File: config.mk
export PLATFORM = sky130hd
export DESIGN_NAME = aer_col_sync_rr_flat
export DESIGN_NICKNAME = d
export VERILOG_FILES = /design/src/rtl/aer_col_sync_rr_pkg.sv /design/src/rtl/aer_col_sync_rr_if.sv /design/src/rtl/aer_col_sync_rr_arb.sv /design/src/rtl/aer_col_sync_rr.sv /design/src/flat_wrapper.sv
export SDC_FILE = /design/constraint.sdc
export NUM_CORES = 1
export LEC_CHECK = 0
export ABC_AREA = 1
export CAP_MARGIN = 20
export CORE_MARGIN = 3
export CORE_UTILIZATION = 45
export DETAILED_ROUTE_END_ITERATION = 10
export PLACE_DENSITY = 0.66
export RECOVER_POWER = 50
export SLEW_MARGIN = 0
export SYNTH_ARGS = -nofsm -noshare
export SYNTH_HDL_FRONTEND = slang
export SYNTH_SLANG_ARGS = --single-unit
File: constraint.sdc
create_clock -name clk -period 8.6 [get_ports clk]
set_input_delay 1.72 -clock clk [delete_from_list [all_inputs] [get_ports clk]]
set_output_delay 1.72 -clock clk [all_outputs]
set_load 0.03 [all_outputs]
File: src/rtl/aer_col_sync_rr_pkg.sv
// aer_pkg: shared types and width helper for the clocked AER column interface
package aer_pkg;
  typedef enum logic [1:0] {IDLE, REQ, CLR, WAIT} state_t;
  typedef enum logic {POL_ON, POL_OFF} pol_t;
  function automatic int aw_f(input int n);
    return (n > 1) ? $clog2(n) : 1;
  endfunction
endpackage

File: src/rtl/aer_col_sync_rr_if.sv
// aer_col_sync_rr_if: column-request / receiver handshake bundle
interface aer_col_sync_rr_if import aer_pkg::*; #(parameter int NCOL = 16);
  localparam int AW = aw_f(NCOL);
  logic [NCOL-1:0] n_cox_on;
  logic [NCOL-1:0] n_cox_off;
  logic            ack;
  logic            greedy;
  logic            aer_dis;
  logic            reqon;
  logic            reqoff;
  logic [AW-1:0]   addrx;
  logic [NCOL-1:0] cix_on;
  logic [NCOL-1:0] cix_off;
  logic            busy;
  modport master (output n_cox_on, n_cox_off, ack, greedy, aer_dis,
                  input  reqon, reqoff, addrx, cix_on, cix_off, busy);
  modport slave  (input  n_cox_on, n_cox_off, ack, greedy, aer_dis,
                  output reqon, reqoff, addrx, cix_on, cix_off, busy);
endinterface

File: src/rtl/aer_col_sync_rr_arb.sv
// rr_arb_n: combinational rotate-priority picker, first pending index at or after start
module rr_arb_n import aer_pkg::*; #(
  parameter  int NCOL = 16,
  localparam int AW   = aw_f(NCOL)
) (
  input  logic [NCOL-1:0] pend,
  input  logic [AW-1:0]   start,
  output logic            valid,
  output logic [AW-1:0]   grant
);
  always_comb begin
    valid = |pend;
    grant = '0;
    for (int k = NCOL - 1; k >= 0; k--) begin
      if (pend[(int'(start) + k) % NCOL]) grant = AW'((int'(start) + k) % NCOL);
    end
  end
endmodule

File: src/rtl/aer_col_sync_rr.sv
// aer_col_sync_rr: synchronised round-robin AER column arbiter with 4-phase handshake and timed column reset
module aer_col_sync_rr import aer_pkg::*; #(
  parameter  int NCOL        = 16,
  parameter  int RST_HOLD    = 2,
  parameter  int SYNC_STAGES = 2,
  localparam int AW          = aw_f(NCOL)
) (
  input logic clk,
  input logic rst,
  aer_col_sync_rr_if.slave bus
);
  localparam int CW = (RST_HOLD > 1) ? $clog2(RST_HOLD) : 1;
  logic [SYNC_STAGES-1:0][NCOL-1:0] on_q, on_d, off_q, off_d;
  logic [SYNC_STAGES-1:0]           ack_q, ack_d;
  logic [NCOL-1:0] on_s, off_s, pend, hit;
  logic            ack_s, valid, rel;
  logic [AW-1:0]   grant, start, ptr_inc;
  state_t          state_q, state_d;
  pol_t            pol_q, pol_d;
  logic [AW-1:0]   ptr_q, ptr_d, addr_q, addr_d;
  logic            pair_q, pair_d, reqon_q, reqon_d, reqoff_q, reqoff_d;
  logic [NCOL-1:0] cix_on_q, cix_on_d, cix_off_q, cix_off_d;
  logic [CW-1:0]   cnt_q, cnt_d;
  assign on_d  = {on_q[SYNC_STAGES-2:0], bus.n_cox_on};
  assign off_d = {off_q[SYNC_STAGES-2:0], bus.n_cox_off};
  assign ack_d = {ack_q[SYNC_STAGES-2:0], bus.ack};
  assign on_s  = on_q[SYNC_STAGES-1];
  assign off_s = off_q[SYNC_STAGES-1];
  assign ack_s = ack_q[SYNC_STAGES-1];
  assign pend  = ~on_s | ~off_s;
  assign hit   = NCOL'(1) << addr_q;
  assign rel   = (pol_q == POL_ON) ? on_s[addr_q] : off_s[addr_q];
  assign ptr_inc = (ptr_q == AW'(NCOL - 1)) ? '0 : ptr_q + 1'b1;
  // After an ON grant with OFF also pending, the same column is searched first so OFF follows immediately
  assign start = (bus.greedy || (pair_q && !off_s[ptr_q])) ? ptr_q : ptr_inc;
  rr_arb_n #(.NCOL(NCOL)) u_arb (.pend(pend), .start(start), .valid(valid), .grant(grant));
  always_comb begin
    state_d   = state_q;
    pol_d     = pol_q;
    ptr_d     = ptr_q;
    addr_d    = addr_q;
    pair_d    = pair_q;
    reqon_d   = reqon_q;
    reqoff_d  = reqoff_q;
    cix_on_d  = cix_on_q;
    cix_off_d = cix_off_q;
    cnt_d     = cnt_q;
    case (state_q)
      IDLE: if (!bus.aer_dis && valid && !ack_s) begin
        addr_d   = grant;
        ptr_d    = grant;
        pol_d    = on_s[grant] ? POL_OFF : POL_ON;
        reqon_d  = !on_s[grant];
        reqoff_d = on_s[grant];
        pair_d   = !on_s[grant] && !off_s[grant];
        state_d  = REQ;
      end
      REQ: if (ack_s) begin
        reqon_d   = 1'b0;
        reqoff_d  = 1'b0;
        cix_on_d  = (pol_q == POL_ON) ? hit : '0;
        cix_off_d = (pol_q == POL_OFF) ? hit : '0;
        cnt_d     = '0;
        state_d   = CLR;
      end
      CLR: if (cnt_q == CW'(RST_HOLD - 1)) begin
        cix_on_d  = '0;
        cix_off_d = '0;
        state_d   = WAIT;
      end else cnt_d = cnt_q + 1'b1;
      WAIT: if (!ack_s && rel) state_d = IDLE;
      default: state_d = IDLE;
    endcase
  end
  always_ff @(posedge clk or posedge rst) begin
    if (rst) begin
      on_q      <= '1;
      off_q     <= '1;
      ack_q     <= '0;
      state_q   <= IDLE;
      pol_q     <= POL_ON;
      ptr_q     <= AW'(NCOL - 1);
      addr_q    <= '0;
      pair_q    <= 1'b0;
      reqon_q   <= 1'b0;
      reqoff_q  <= 1'b0;
      cix_on_q  <= '0;
      cix_off_q <= '0;
      cnt_q     <= '0;
    end else begin
      on_q      <= on_d;
      off_q     <= off_d;
      ack_q     <= ack_d;
      state_q   <= state_d;
      pol_q     <= pol_d;
      ptr_q     <= ptr_d;
      addr_q    <= addr_d;
      pair_q    <= pair_d;
      reqon_q   <= reqon_d;
      reqoff_q  <= reqoff_d;
      cix_on_q  <= cix_on_d;
      cix_off_q <= cix_off_d;
      cnt_q     <= cnt_d;
    end
  end
  assign bus.reqon   = reqon_q;
  assign bus.reqoff  = reqoff_q;
  assign bus.addrx   = addr_q;
  assign bus.cix_on  = cix_on_q;
  assign bus.cix_off = cix_off_q;
  assign bus.busy    = state_q != IDLE;
endmodule
File: src/flat_wrapper.sv
// flat-port wrapper written by rule: the top's interface ports become plain ports
module aer_col_sync_rr_flat import aer_pkg::*;
#(
  parameter  int NCOL        = 16,
  parameter  int RST_HOLD    = 2,
  parameter  int SYNC_STAGES = 2,
  localparam int AW          = aw_f(NCOL)
)
  (clk, rst, bus_n_cox_on, bus_n_cox_off, bus_ack, bus_greedy, bus_aer_dis, bus_reqon, bus_reqoff, bus_addrx, bus_cix_on, bus_cix_off, bus_busy);
  aer_col_sync_rr_if #(.NCOL(NCOL)) bus_i ();
  input logic clk;
  input logic rst;
  input wire logic [$bits(bus_i.n_cox_on)-1:0] bus_n_cox_on;
  input wire logic [$bits(bus_i.n_cox_off)-1:0] bus_n_cox_off;
  input wire logic [$bits(bus_i.ack)-1:0] bus_ack;
  input wire logic [$bits(bus_i.greedy)-1:0] bus_greedy;
  input wire logic [$bits(bus_i.aer_dis)-1:0] bus_aer_dis;
  output wire logic [$bits(bus_i.reqon)-1:0] bus_reqon;
  output wire logic [$bits(bus_i.reqoff)-1:0] bus_reqoff;
  output wire logic [$bits(bus_i.addrx)-1:0] bus_addrx;
  output wire logic [$bits(bus_i.cix_on)-1:0] bus_cix_on;
  output wire logic [$bits(bus_i.cix_off)-1:0] bus_cix_off;
  output wire logic [$bits(bus_i.busy)-1:0] bus_busy;
  assign bus_i.n_cox_on = bus_n_cox_on;
  assign bus_i.n_cox_off = bus_n_cox_off;
  assign bus_i.ack = bus_ack;
  assign bus_i.greedy = bus_greedy;
  assign bus_i.aer_dis = bus_aer_dis;
  assign bus_reqon = bus_i.reqon;
  assign bus_reqoff = bus_i.reqoff;
  assign bus_addrx = bus_i.addrx;
  assign bus_cix_on = bus_i.cix_on;
  assign bus_cix_off = bus_i.cix_off;
  assign bus_busy = bus_i.busy;
  aer_col_sync_rr #(.NCOL(NCOL), .RST_HOLD(RST_HOLD), .SYNC_STAGES(SYNC_STAGES)) u_core (.clk(clk), .rst(rst), .bus(bus_i));
endmodule
======== Word-level counts from Yosys, hierarchy flattened ========
Index checks and enable logic that the tools add are counted.
cells by class
  add/subtract/negate cells ............... 17
  multiply operators ...................... 0
  divide/modulo/power cells ............... 0
  $lt $le $gt $ge ......................... 19
  equal/unequal tests ..................... 8
  shifts and indexed selects .............. 1
  mux-type cells .......................... 96
  bitwise operators ....................... 18
  reductions and logical operators ........ 36
operators by type and width
  kind                                                                      count
  5-bit by 6-bit < comparator with 1-bit output (second input constant)     15
  1-bit binary-select mux with 4-bit select                                 21
  16-bit two-way mux                                                        5
  4-bit two-way mux                                                         18
  16-bit case mux with 2 select lines                                       2
  4-bit OR reduction                                                        15
  1-bit two-way mux                                                         42
  4-bit adder (second input constant)                                       8
  16-bit NOT                                                                2
  4-bit by 5-bit < comparator with 1-bit output (second input constant)     4
  4-bit by 3-bit adder with 4-bit output (second input constant)            4
  16-bit bitwise OR                                                         1
  16-bit OR reduction                                                       1
  1-bit by 4-bit << shifter with 16-bit output (first input constant)       1
  1-bit AND (first input constant)                                          15
  4-bit by 1-bit adder with 4-bit output (second input constant)            2
  4-bit by 2-bit adder with 4-bit output (second input constant)            2
  2-bit two-way mux                                                         4
  2-bit by 1-bit inequality test with 1-bit output (second input constant)  4
  2-bit case mux with 4 select lines                                        1
  1-bit case mux with 2 select lines                                        3
  3-bit AND reduction                                                       2
  2-bit nonzero test                                                        3
  1-bit logical AND                                                         5
  other kinds (9)                                                           15
word-level totals
  register bits after elaboration ......... 113
  latch bits .............................. 0
  memory bits (writable) .................. 0
  memory bits (read-only) ................. 0
  output and inout bits ................... 39
  word-level logic and storage cells ...... 210
  memories ................................ 0

======== Longest topological paths before layout ========
Gate-level depths: netlist of run 1.
  depth in word-level cells ............... 33
  gate-level depth with buffers ........... 46

======== Cells and area by module ========
From an unflattened synthesis of run 1, not the netlist that was laid out.
second synthesis, totals
  cells, all modules ...................... 841
  area total of the unflattened synthesis .. 6379.9 sq um
modules (own cells, without submodules)
  module           instances  cells each  area an instance (sq um)
  aer_col_sync_rr  1          482         4685.7
  rr_arb_n         1          359         1694.1

======== Worst setup path before layout of run 1 ========
No wires, ideal clock.
  path type ............................... input port to flip-flop
  start ................................... input bus_greedy
  end ..................................... register u_core.pair_q
  data arrival time ....................... 4.746 ns
  required time ........................... 8.483 ns
  slack ................................... 3.737 ns
  cell stages on the path ................. 31
  path through ............................ inv_1 nand3_1 nand2_4 buf_2 ha_1 buf_2 inv_1 nand3_1 nand3_1 nand3_2 nand2_2 inv_1 a21oi_2 nand3_1 nand2_1 nand2_1 nand2_1 nand2_1 nand2_1 nand2_1 nand2_1 nand2_2 nand2_4 buf_2 nand3_1 nand4_1 nand3_1 nand3_1 nand2_2 nand3_1 nand2_1
between the ends
  cells in the longest elaborated chain, start to end .. 26
  elaborated cells between the ends (all ways) .. 87
  those cells by class .................... add/sub (15); mux (68); reduce/logical (4)
RTL lines
  item                                                   RTL line                   text
  start, declared                                        flat_wrapper.sv:16         input wire logic [$bits(bus_i.greedy)-1:0] bus_greedy;
  1-bit logical OR (*)                                   aer_col_sync_rr.sv:35      assign start = (bus.greedy || (pair_q && !off_s[ptr_q])) ? ptr_q : ptr_inc;
  4-bit two-way mux (*)                                  aer_col_sync_rr.sv:35
  4-bit adder                                            aer_col_sync_rr_arb.sv:15  if (pend[(int'(start) + k) % NCOL]) grant = AW'((int'(start) + k) % NCOL);
  1-bit binary-select mux with 4-bit select              aer_col_sync_rr_arb.sv:15
  1-bit two-way mux (not written as such) (2 in series)  aer_col_sync_rr_arb.sv:15
  4-bit two-way mux (15 in series)                       aer_col_sync_rr_arb.sv:15
  4-bit two-way mux (*)                                  aer_col_sync_rr_arb.sv:15
  1-bit binary-select mux with 4-bit select              aer_col_sync_rr.sv:55      pair_d = !on_s[grant] && !off_s[grant];
  1-bit two-way mux (not written as such)                aer_col_sync_rr.sv:55
  1-bit logical NOT                                      aer_col_sync_rr.sv:55
  1-bit logical AND (*)                                  aer_col_sync_rr.sv:55
  end signal, assigned                                   aer_col_sync_rr.sv:98      pair_q <= pair_d;
  end, declared                                          aer_col_sync_rr.sv:21      logic pair_q, pair_d, reqon_q, reqon_d, reqoff_q, reqoff_d;
Mark *: on every way between the ends. The rest lies on a longest branch, timed or not. The select of a mux whose other input is x is not followed.
A chain may end at the register's enable or synchronous reset.

======== Final worst setup path of run 1 ========
Ends and elaborated chain as after synthesis.

==> out/results.txt, run 1 <==
Status -> finished, violations left
Failing checks -> max-capacitance violations, max-slew violations
Core Rows -> 43
Initial antenna violation count -> 0
Worst-Skew Late Latency -> 0.41 ns
Post-detail-place hpwl -> 13670 microns
DIE WIDTH -> 127.3 microns
Synthesized cell area -> 6619 sq um
Avg Vias per Cell -> 5.449
Total GRT Usage -> 23.11%
GR Util met2 -> 32.73%
I/O Pins -> 76
Largest net degree at the start of global routing -> 61
Asr flop ratio synth -> 100.0%
Worst path buffer plus inverter count -> 4
Area delta synth->final -> 21.91%
Count of final hold-check violations -> 0
Main flop type after synthesis -> dfstp_2
Vias in the first global route -> 5563
Slew @ Worst Pin -> 2.276 ns
Non-filler instance count after layout -> 1124
Final min period -> 5.519 ns
Worst-path clk slew -> 0.05 ns
Post-CTS sizing -> 0
Cells taking the most area after synthesis -> dfstp_2 (27%), dfrtp_1 (17%), nand2_1 (15%), nand3_1 (12%), inv_1 (5.9%)
CP Data Required Time -> 8.89 ns
R2R depth -> 37
Die area -> 16200 sq um
Fin util -> 57.03%
Number of synthesized flops with an enable pin -> 0
Post-CTS Setup Repair Bufs -> 0
Arrival time reported for the critical path endpoint -> 5.81 ns
Syn Area/Cell -> 7.652 sq um
DR pass1 iterations -> 6
Top-count cell post-synth -> nand2_1
Total negative slack -> 0 ns
Mapped Cells -> 865
CP endpoint kind -> flop
Worst path most repeated cell -> nand2_1
Root Buffer -> clkbuf_16
Vias -> 6125
Critical path class -> in -> reg
H-tree levels -> 4
Drt total wl -> 18540 microns
Final Net Count -> 975
Iter 0 DRT Violations -> 760
WL/cell -> 16.50 microns
Sink Count -> 113
Diodes inserted -> 0
Core footprint -> 14150 sq um
Port Buffer Count -> 75
Share of the synthesized area in the top cell type -> 26.99%
Cells on Worst Hold Path -> 0
GPL Wtd Cong -> 0.9780
Seq/Total Area, Yosys -> 44.01%
Fmax -> 181.2 MHz
Final setup fails -> 0
Number of library cell types mapped by synthesis -> 44
Clock Skew -> 0.009905 ns
Cts bufs inserted -> 17
Initial Utilization -> 46.78%
Synth area leader -> dfstp_2
Top cells by instance count after synthesis -> nand2_1 (257), nand3_1 (157), inv_1 (104)
RSZ-0062 raised after global routing -> no
Max cap viols -> 1
Grt met3 use -> 4.766%
First-pass GRT wire length -> 29640 microns
Register bit total from synthesis -> 113
Fin crit share -> 64.17%
Crit Path Max Fanout -> 18
Hold-fix buffers, CTS -> 0
Grt peak-use layer -> met1
Setup crit start kind -> primary input
Syn. warnings -> 0
HP Class -> reg -> reg
Cell family with most CP delay -> simple AND/OR/NAND/NOR gates
GRT overflow -> 0
Post-synthesis net count -> 908
DRC -> 0
Die Y -> 127.3 microns
Levels on crit path -> 32
Layout cells sized above 1 -> 16.42%
Slowest CP cell -> ha_1
Met1 GRT Util -> 33.58%
Cell count after placement -> 1093
Normalized max-slew margin -> -52.59%
Pins over their slew limit -> 55
CTS tree -> built
Final ANT Viol Nets -> 0
Crit path largest cell delay -> 0.50 ns
CTS max path bufs -> 2
-- path summary, 6_finish.rpt --
path / startpoint / endpoint / slack, ns
max reg2reg: u_core.ptr_q[0]$_DFFE_PP1P_ / u_core.pair_q$_DFFE_PP0P_ / 3.73
min in group asynchronous: rst / u_core.ack_q[0]$_DFF_PP0_ / 2.37
min: u_core.off_d[24]$_DFF_PP1_ / u_core.off_s[8]$_DFF_PP1_ / 0.35
max in group asynchronous: rst / u_core.pair_q$_DFFE_PP0P_ / 4.76
min reg2reg: u_core.off_d[24]$_DFF_PP1_ / u_core.off_s[8]$_DFF_PP1_ / 0.35
max: bus_greedy / u_core.pair_q$_DFFE_PP0P_ / 3.08
-- worst reg2reg max path, delay by kind of cell, from the launching register on --
| kind | cells | cell delay, ns |
|---|---|---|
| buffers and inverters | 3 | 0.37 |
| and+or+nand+nor | 32 | 3.16 |
| AOI/OAI and AO/OA | 1 | 0.13 |
| adders and majority gates | 1 | 0.42 |
| DFF | 1 | 0.67 |
-- per-layer routing --
layer | vias to the layer above | part of all wire (%)
li1 | 2991 | -
met3 | 56 | 6.5
met4 | 0 | 3.7
met5 | - | 0
met2 | 271 | 44
met1 | 2807 | 46
-- per-stage QoR --
stage / instance area, sq um / setup WS, ns / hold WS, ns
after global placement: 7432 / 2.693 / 0.3319
after global routing: 8069 / 2.672 / 0.3528
after detailed placement: 7432 / 2.683 / 0.3455
after floorplan: 6619 / 3.737 / 0.3312
final: 8069 / 3.081 / 0.3488
after CTS: 8074 / 3.111 / 0.3498
-- final cells by class --
| cell class | instances | area [sq um] |
|---|---|---|
| Inverter | 111 | 420.4 |
| Timing Repair Buffer | 77 | 762.0 |
| Clock inverter | 11 | 185.2 |
| Sequential cell | 113 | 2913 |
| Tap cell | 180 | 225.2 |
| Fill cell | 1333 | 6081 |
| Clock buffer | 20 | 456.7 |
| Multi-Input combinational cell | 612 | 3107 |
-- flip-flops by register name, summed over array words and instances, names as in the netlist, 2 cells and up --
name                cells
u_core.state_q          2
u_core.bus.cix_off     16
u_core.bus.addrx        4
u_core.ptr_q            4
u_core.bus.cix_on      16
u_core.off_d           16
u_core.on_d            16
u_core.off_s           16
u_core.ack_q            2
u_core.on_s            16
-- cell usage in the layout, fill, tap and decap left out, types with 10 or more instances in the layout --
cell type / Yosys / routed
nand2_1: 257 / 257
nand3_1: 157 / 157
inv_1: 104 / 103
dfstp_2: 68 / 68
dfrtp_1: 45 / 45
clkdlybuf4s50_1: 0 / 41
o22ai_1: 35 / 35
a21oi_1: 36 / 35
dlygate4sd3_1: 0 / 34
nand2_2: 25 / 25
clkbuf_16: 0 / 17
nor2_1: 12 / 12
a22oi_1: 11 / 11
nand4_1: 11 / 11
o21ai_0: 10 / 10
-- logic make-up after synthesis --
| kind of cell | synth area share [%] |
|---|---|
| XOR/XNOR | 1.172 |
| adder cells (fa/ha/maj) | 1.134 |
| buffers and inverters | 9.111 |
| AO/OA/AOI/OAI | 10.19 |
| flip-flops | 44.01 |
| AND/OR/NAND/NOR | 34.39 |
Power of run 1 is left out: the tool's default activity adds up to more than one toggle a clock period on the data nets, which glitch-free logic cannot reach.
==> run 2: changes to the inputs <==
==> constraint.sdc (replaced) <==
create_clock -name clk -period 5.4 [get_ports clk]
set_input_delay 1.08 -clock clk [delete_from_list [all_inputs] [get_ports clk]]
set_output_delay 1.08 -clock clk [all_outputs]
set_load 0.03 [all_outputs]
==> run 2 against run 1 <==
Net effect:
- the flow still finishes with violations (max-capacitance violations, max-slew violations)
- clock-buffer cell count decreased by 2
- via count grew 1.8%
- sequential share of layout area is 0.11 points lower
==> out/results.txt, run 2 (synthesis results as in run 1) <==
Status -> finished, violations left (unchanged)
Failing checks -> max-capacitance violations, max-slew violations (unchanged)
Flop2flop setup slack -> 0.77 ns (was 3.73 ns)
Initial Utilization -> 46.78% (unchanged)
Sink Count -> 113 (unchanged)
Core Rows -> 43 (unchanged)
Grt met3 use -> 5.100% (was 4.766%)
PnR worst setup slack -> 0.7463 ns (was 3.081 ns)
Crit path largest cell delay -> 0.51 ns (was 0.50 ns)
CP endpoint kind -> flop (unchanged)
GPL Wtd Cong -> 0.9918 (was 0.9780)
DR pass1 iterations -> 6 (unchanged)
Worst-Skew Late Latency -> 0.41 ns (about the same)
Slowest CP cell -> ha_1 (unchanged)
Fmax -> 214.9 MHz
Die Y -> 127.3 microns (unchanged)
GR Util met2 -> 36.54% (was 32.73%)
Fillers -> 1323 (was 1333)
Vias in the first global route -> 5797 (was 5563)
Critical path class -> in -> reg (unchanged)
Final Net Count -> 984 (was 975)
Design area -> 8093 sq um (was 8069 sq um)
Cts bufs inserted -> 17 (unchanged)
Worst-path clk slew -> 0.05 ns (about the same)
Placed cell areas -> 7500 sq um (was 7432 sq um)
Most frequent cells in the layout -> nand2_1 (257), nand3_1 (157), inv_1 (103) (unchanged)
Count of final hold-check violations -> 0 (unchanged)
Arrival time reported for the critical path endpoint -> 5.00 ns (was 5.81 ns)
First-pass GRT wire length -> 30390 microns (was 29640 microns)
Total negative slack -> 0 ns (unchanged)
CP Data Required Time -> 5.74 ns (was 8.89 ns)
HP Class -> reg -> reg (unchanged)
Post-CTS Setup Repair Bufs -> 0 (unchanged)
RSZ-0062 raised after global routing -> no (unchanged)
Area delta synth->final -> 22.27% (was 21.91%)
Diodes inserted -> 0 (unchanged)
Normalized max-slew margin -> -113.4% (was -52.59%)
Iter 0 DRT Violations -> 803 (was 760)
Dpl ws -> 0.4194 ns (was 2.683 ns)
RR Endpoint -> u_core.pair_q$_DFFE_PP0P_ (unchanged)
Grt peak-use layer -> met2 (was met1)
Hold Startpoint -> u_core.off_d[25]$_DFF_PP1_ (was u_core.off_d[24]$_DFF_PP1_)
Post-CTS sizing -> 0 (unchanged)
Crit Reg-Reg Startpoint -> u_core.ptr_q[0]$_DFFE_PP1P_ (unchanged)
Clock Skew -> 0.01020 ns (was 0.009905 ns)
CTS tree -> built (unchanged)
Port Buffer Count -> 75 (unchanged)
Final ANT Viol Nets -> 0 (unchanged)
Cells on Worst Hold Path -> 0 (unchanged)
Crit Path Max Fanout -> 17 (was 18)
Slew @ Worst Pin -> 3.183 ns (was 2.276 ns)
CTS max path bufs -> 2 (unchanged)
Final min period -> 4.654 ns
Initial antenna violation count -> 0 (unchanged)
Max cap viols -> 1 (unchanged)
DRC -> 0 (unchanged)
Drt total wl -> 18880 microns (was 18540 microns)
Die area -> 16200 sq um (unchanged)
Vias -> 6238 (was 6125)
I/O Pins -> 76 (unchanged)
Post-detail-place hpwl -> 14080 microns (was 13670 microns)
Hold-fix buffers, CTS -> 0 (unchanged)
Fin util -> 57.19% (was 57.03%)
DIE WIDTH -> 127.3 microns (unchanged)
Final setup fails -> 0 (unchanged)
Core footprint -> 14150 sq um (unchanged)
Hold endpoint -> u_core.off_s[9]$_DFF_PP1_ (was u_core.off_s[8]$_DFF_PP1_)
GRT overflow -> 0 (unchanged)
H-tree levels -> 4 (unchanged)
Worst path most repeated cell -> nand2_1 (unchanged)
Setup crit start kind -> primary input (unchanged)
Largest net degree at the start of global routing -> 79 (was 61)
Pins over their slew limit -> 79 (was 55)
Commonest non-fill, non-tap cell in the layout -> nand2_1 (unchanged)
Total GRT Usage -> 23.79% (was 23.11%)
Met1 GRT Util -> 33.14% (was 33.58%)
R2R depth -> 35 (was 37)
Avg Vias per Cell -> 5.501 (was 5.449)
Root Buffer -> clkbuf_16 (unchanged)
Fin crit share -> 86.18%
WL/cell -> 16.65 microns (was 16.50 microns)
Layout cells sized above 1 -> 17.51% (was 16.42%)
run 2: cell type report:
class	count	area, sq um	area share, %
multi-input cells	612	3107	38.39
flip-flops and latches	113	2913	35.99
repair buffers	86	833.3	10.30
clock buffers	18	429.2	5.303
inverters	111	420.4	5.195
well taps	180	225.2	2.783
clock inverters	14	165.2	2.041
run 2: worst max-delay path by stage:
stage / slack [ns] / end / from / depth (start not counted)
after floorplan: 1.18 / u_core.pair_q$_DFFE_PP0P_ / bus_greedy / 31
after global placement: 0.45 / u_core.pair_q$_DFFE_PP0P_ / bus_greedy / 34
after detailed placement: 0.42 / u_core.pair_q$_DFFE_PP0P_ / bus_greedy / 34
after CTS: 0.84 / u_core.pair_q$_DFFE_PP0P_ / bus_greedy / 31
after global routing: 0.27 / u_core.pair_q$_DFFE_PP0P_ / u_core.ptr_q[0]$_DFFE_PP1P_ / 37
final: 0.75 / u_core.pair_q$_DFFE_PP0P_ / bus_greedy / 34
run 2: through the flow:
stage / hold WS, ns / instances
after floorplan: 0.3312 / 865
after global placement: 0.3327 / 1102
after detailed placement: 0.3459 / 1102
after CTS: 0.3508 / 1134
after global routing: 0.3525 / 1134
final: 0.3497 / 1134
run 2: worst max-delay path: cells and delay by family:
family                     cells  cell delay [ns]
adders and majority gates      1             0.51
buffers and inverters          4             0.85
and+or+nand+nor               29             2.50
run 2: routing by layer:
layer  share of wire, %  wire, microns
met5                  0              0
met4                3.0            557
met3                6.4           1205
met2                 45           8540
met1                 45           8574
Power of run 2 is left out for the same reason.
==> run 3: changes to the inputs <==
--- a/config.mk
+++ b/config.mk
@@ -10,6 +10,7 @@
 export CORE_MARGIN = 3
 export CORE_UTILIZATION = 45
 export DETAILED_ROUTE_END_ITERATION = 10
+export GPL_ROUTABILITY_DRIVEN = 0
 export PLACE_DENSITY = 0.66
 export RECOVER_POWER = 50
 export SLEW_MARGIN = 0
==> run 3 against run 2 <==
Net effect:
- the run still ends with max-capacitance violations, max-slew violations left
- non-clock buffer count down 3
- cell count down 0.26%
- register-to-register slack about the same
- utilization up 0.18 points
- sequential cell count unchanged
- sequential share of layout area down 0.11 points
- die area unchanged
- first-iteration DRC count up 22%
==> out/results.txt, run 3 (synthesis results as in run 1) <==
Status -> finished, violations left (unchanged)
Failing checks -> max-capacitance violations, max-slew violations (unchanged)
CTS max path bufs -> 2 (unchanged)
Layout cells sized above 1 -> 17.14% (was 17.51%)
Die Y -> 127.3 microns (unchanged)
Worst-Skew Late Latency -> 0.41 ns (about the same)
Drt total wl -> 18460 microns (was 18880 microns)
Worst path most repeated cell -> nand2_1 (unchanged)
RR Endpoint -> u_core.pair_q$_DFFE_PP0P_ (unchanged)
Initial Utilization -> 46.78% (unchanged)
Initial antenna violation count -> 0 (unchanged)
Post-CTS sizing -> 0 (unchanged)
Max cap viols -> 1 (unchanged)
Fin crit share -> 86.43% (was 86.18%)
Largest net degree at the start of global routing -> 77 (was 79)
Crit path largest cell delay -> 0.52 ns (was 0.51 ns)
Fmax -> 214.3 MHz (was 214.9 MHz)
Vias in the first global route -> 5765 (was 5797)
Final ANT Viol Nets -> 0 (unchanged)
CP endpoint kind -> flop (unchanged)
Hold WS -> 0.3479 ns (was 0.3497 ns)
Most frequent cells in the layout -> nand2_1 (257), nand3_1 (157), inv_1 (103) (unchanged)
Critical path destination -> u_core.pair_q$_DFFE_PP0P_ (unchanged)
Setup crit start kind -> primary input (unchanged)
Commonest non-fill, non-tap cell in the layout -> nand2_1 (unchanged)
Hold-fix buffers, CTS -> 0 (unchanged)
Final min period -> 4.667 ns (was 4.654 ns)
Total negative slack -> 0 ns (unchanged)
Die area -> 16200 sq um (unchanged)
Sink Count -> 113 (unchanged)
Crit Path Max Fanout -> 17 (unchanged)
Post-CTS Setup Repair Bufs -> 0 (unchanged)
Clock Skew -> 0.01037 ns (was 0.01020 ns)
DIE WIDTH -> 127.3 microns (unchanged)
Avg Vias per Cell -> 5.558 (was 5.501)
DR pass1 iterations -> 6 (unchanged)
Vias -> 6286 (was 6238)
CTS tree -> built (unchanged)
Cells on Worst Hold Path -> 0 (unchanged)
Slew @ Worst Pin -> 3.138 ns (was 3.183 ns)
Cts bufs inserted -> 17 (unchanged)
Cell count after placement -> 1099 (was 1102)
Normalized max-slew margin -> -110.3% (was -113.4%)
Total GRT Usage -> 23.48% (was 23.79%)
Area delta synth->final -> 22.65% (was 22.27%)
R2R depth -> 37 (was 35)
Diodes inserted -> 0 (unchanged)
Flop2flop setup slack -> 0.76 ns (was 0.77 ns)
Iter 0 DRT Violations -> 983 (was 803)
Arrival time reported for the critical path endpoint -> 5.02 ns (was 5.00 ns)
Root Buffer -> clkbuf_16 (unchanged)
First-pass GRT wire length -> 30010 microns (was 30390 microns)
Post-detail-place hpwl -> 13600 microns (was 14080 microns)
Port Buffer Count -> 75 (unchanged)
I/O Pins -> 76 (unchanged)
Crit path launch -> bus_greedy (unchanged)
Slowest CP cell -> ha_1 (unchanged)
H-tree levels -> 4 (unchanged)
HP Class -> reg -> reg (unchanged)
GRT overflow -> 0 (unchanged)
Core footprint -> 14150 sq um (unchanged)
Non-filler instance count after layout -> 1131 (was 1134)
Final setup fails -> 0 (unchanged)
Core Rows -> 43 (unchanged)
Worst-path clk slew -> 0.05 ns (about the same)
CP Data Required Time -> 5.75 ns (was 5.74 ns)
Crit Reg-Reg Startpoint -> u_core.ptr_q[0]$_DFFE_PP1P_ (unchanged)
WL/cell -> 16.32 microns (was 16.65 microns)
Count of final hold-check violations -> 0 (unchanged)
DRC -> 0 (unchanged)
Critical path class -> in -> reg (unchanged)
RSZ-0062 raised after global routing -> no (unchanged)
Final Net Count -> 981 (was 984)
Pins over their slew limit -> 77 (was 79)
## run 3: layout make-up
cell class | instances | area, sq um
clock buffer | 18 | 429.2
clock inverter | 14 | 212.7
sequential | 113 | 2913
tap | 180 | 225.2
timing repair buffer | 83 | 810.8
multi-input combinational | 612 | 3107
fill | 1341 | 6032
inverter | 111 | 420.4
## run 3: worst min path at each step
| stage | start | end |
|---|---|---|
| after detailed placement | u_core.ack_q[0]$_DFF_PP0_ | u_core.ack_q[1]$_DFF_PP0_ |
| after global placement | u_core.ack_q[0]$_DFF_PP0_ | u_core.ack_q[1]$_DFF_PP0_ |
| after floorplan | u_core.ack_q[0]$_DFF_PP0_ | u_core.ack_q[1]$_DFF_PP0_ |
| final | u_core.on_d[22]$_DFF_PP1_ | u_core.on_s[6]$_DFF_PP1_ |
| after global routing | u_core.on_d[18]$_DFF_PP1_ | u_core.on_s[2]$_DFF_PP1_ |
| after CTS | u_core.on_d[22]$_DFF_PP1_ | u_core.on_s[6]$_DFF_PP1_ |
## run 3: metal layers
metal / routed length, microns / track usage (%) / up-vias
met3: 1440 / 5.477 / 57
met4: 570 / 9.590 / 0
li1: - / - / 3005
met1: 8251 / 33.22 / 2939
met2: 8195 / 34.78 / 285
met5: 0 / 0 / -
## run 3: critical path, delay by kind of cell
family | cells | cell delay, ns
simple gates | 27 | 2.47
buf+inv | 3 | 0.75
fa+ha+maj | 1 | 0.52
compound gates | 1 | 0.19
## run 3: per-stage QoR
stage,util [%],setup WS (ns),cell area (sq um)
2_1_floorplan,-,1.177,6619
3_3_place_gp,52.84,0.4761,7477
3_5_place_dp,52.84,0.4111,7477
4_1_cts,57.38,0.8129,8119
5_1_grt,57.37,0.2047,8118
6_report,57.37,0.7328,8118
Power of run 3 is left out for the same reason.
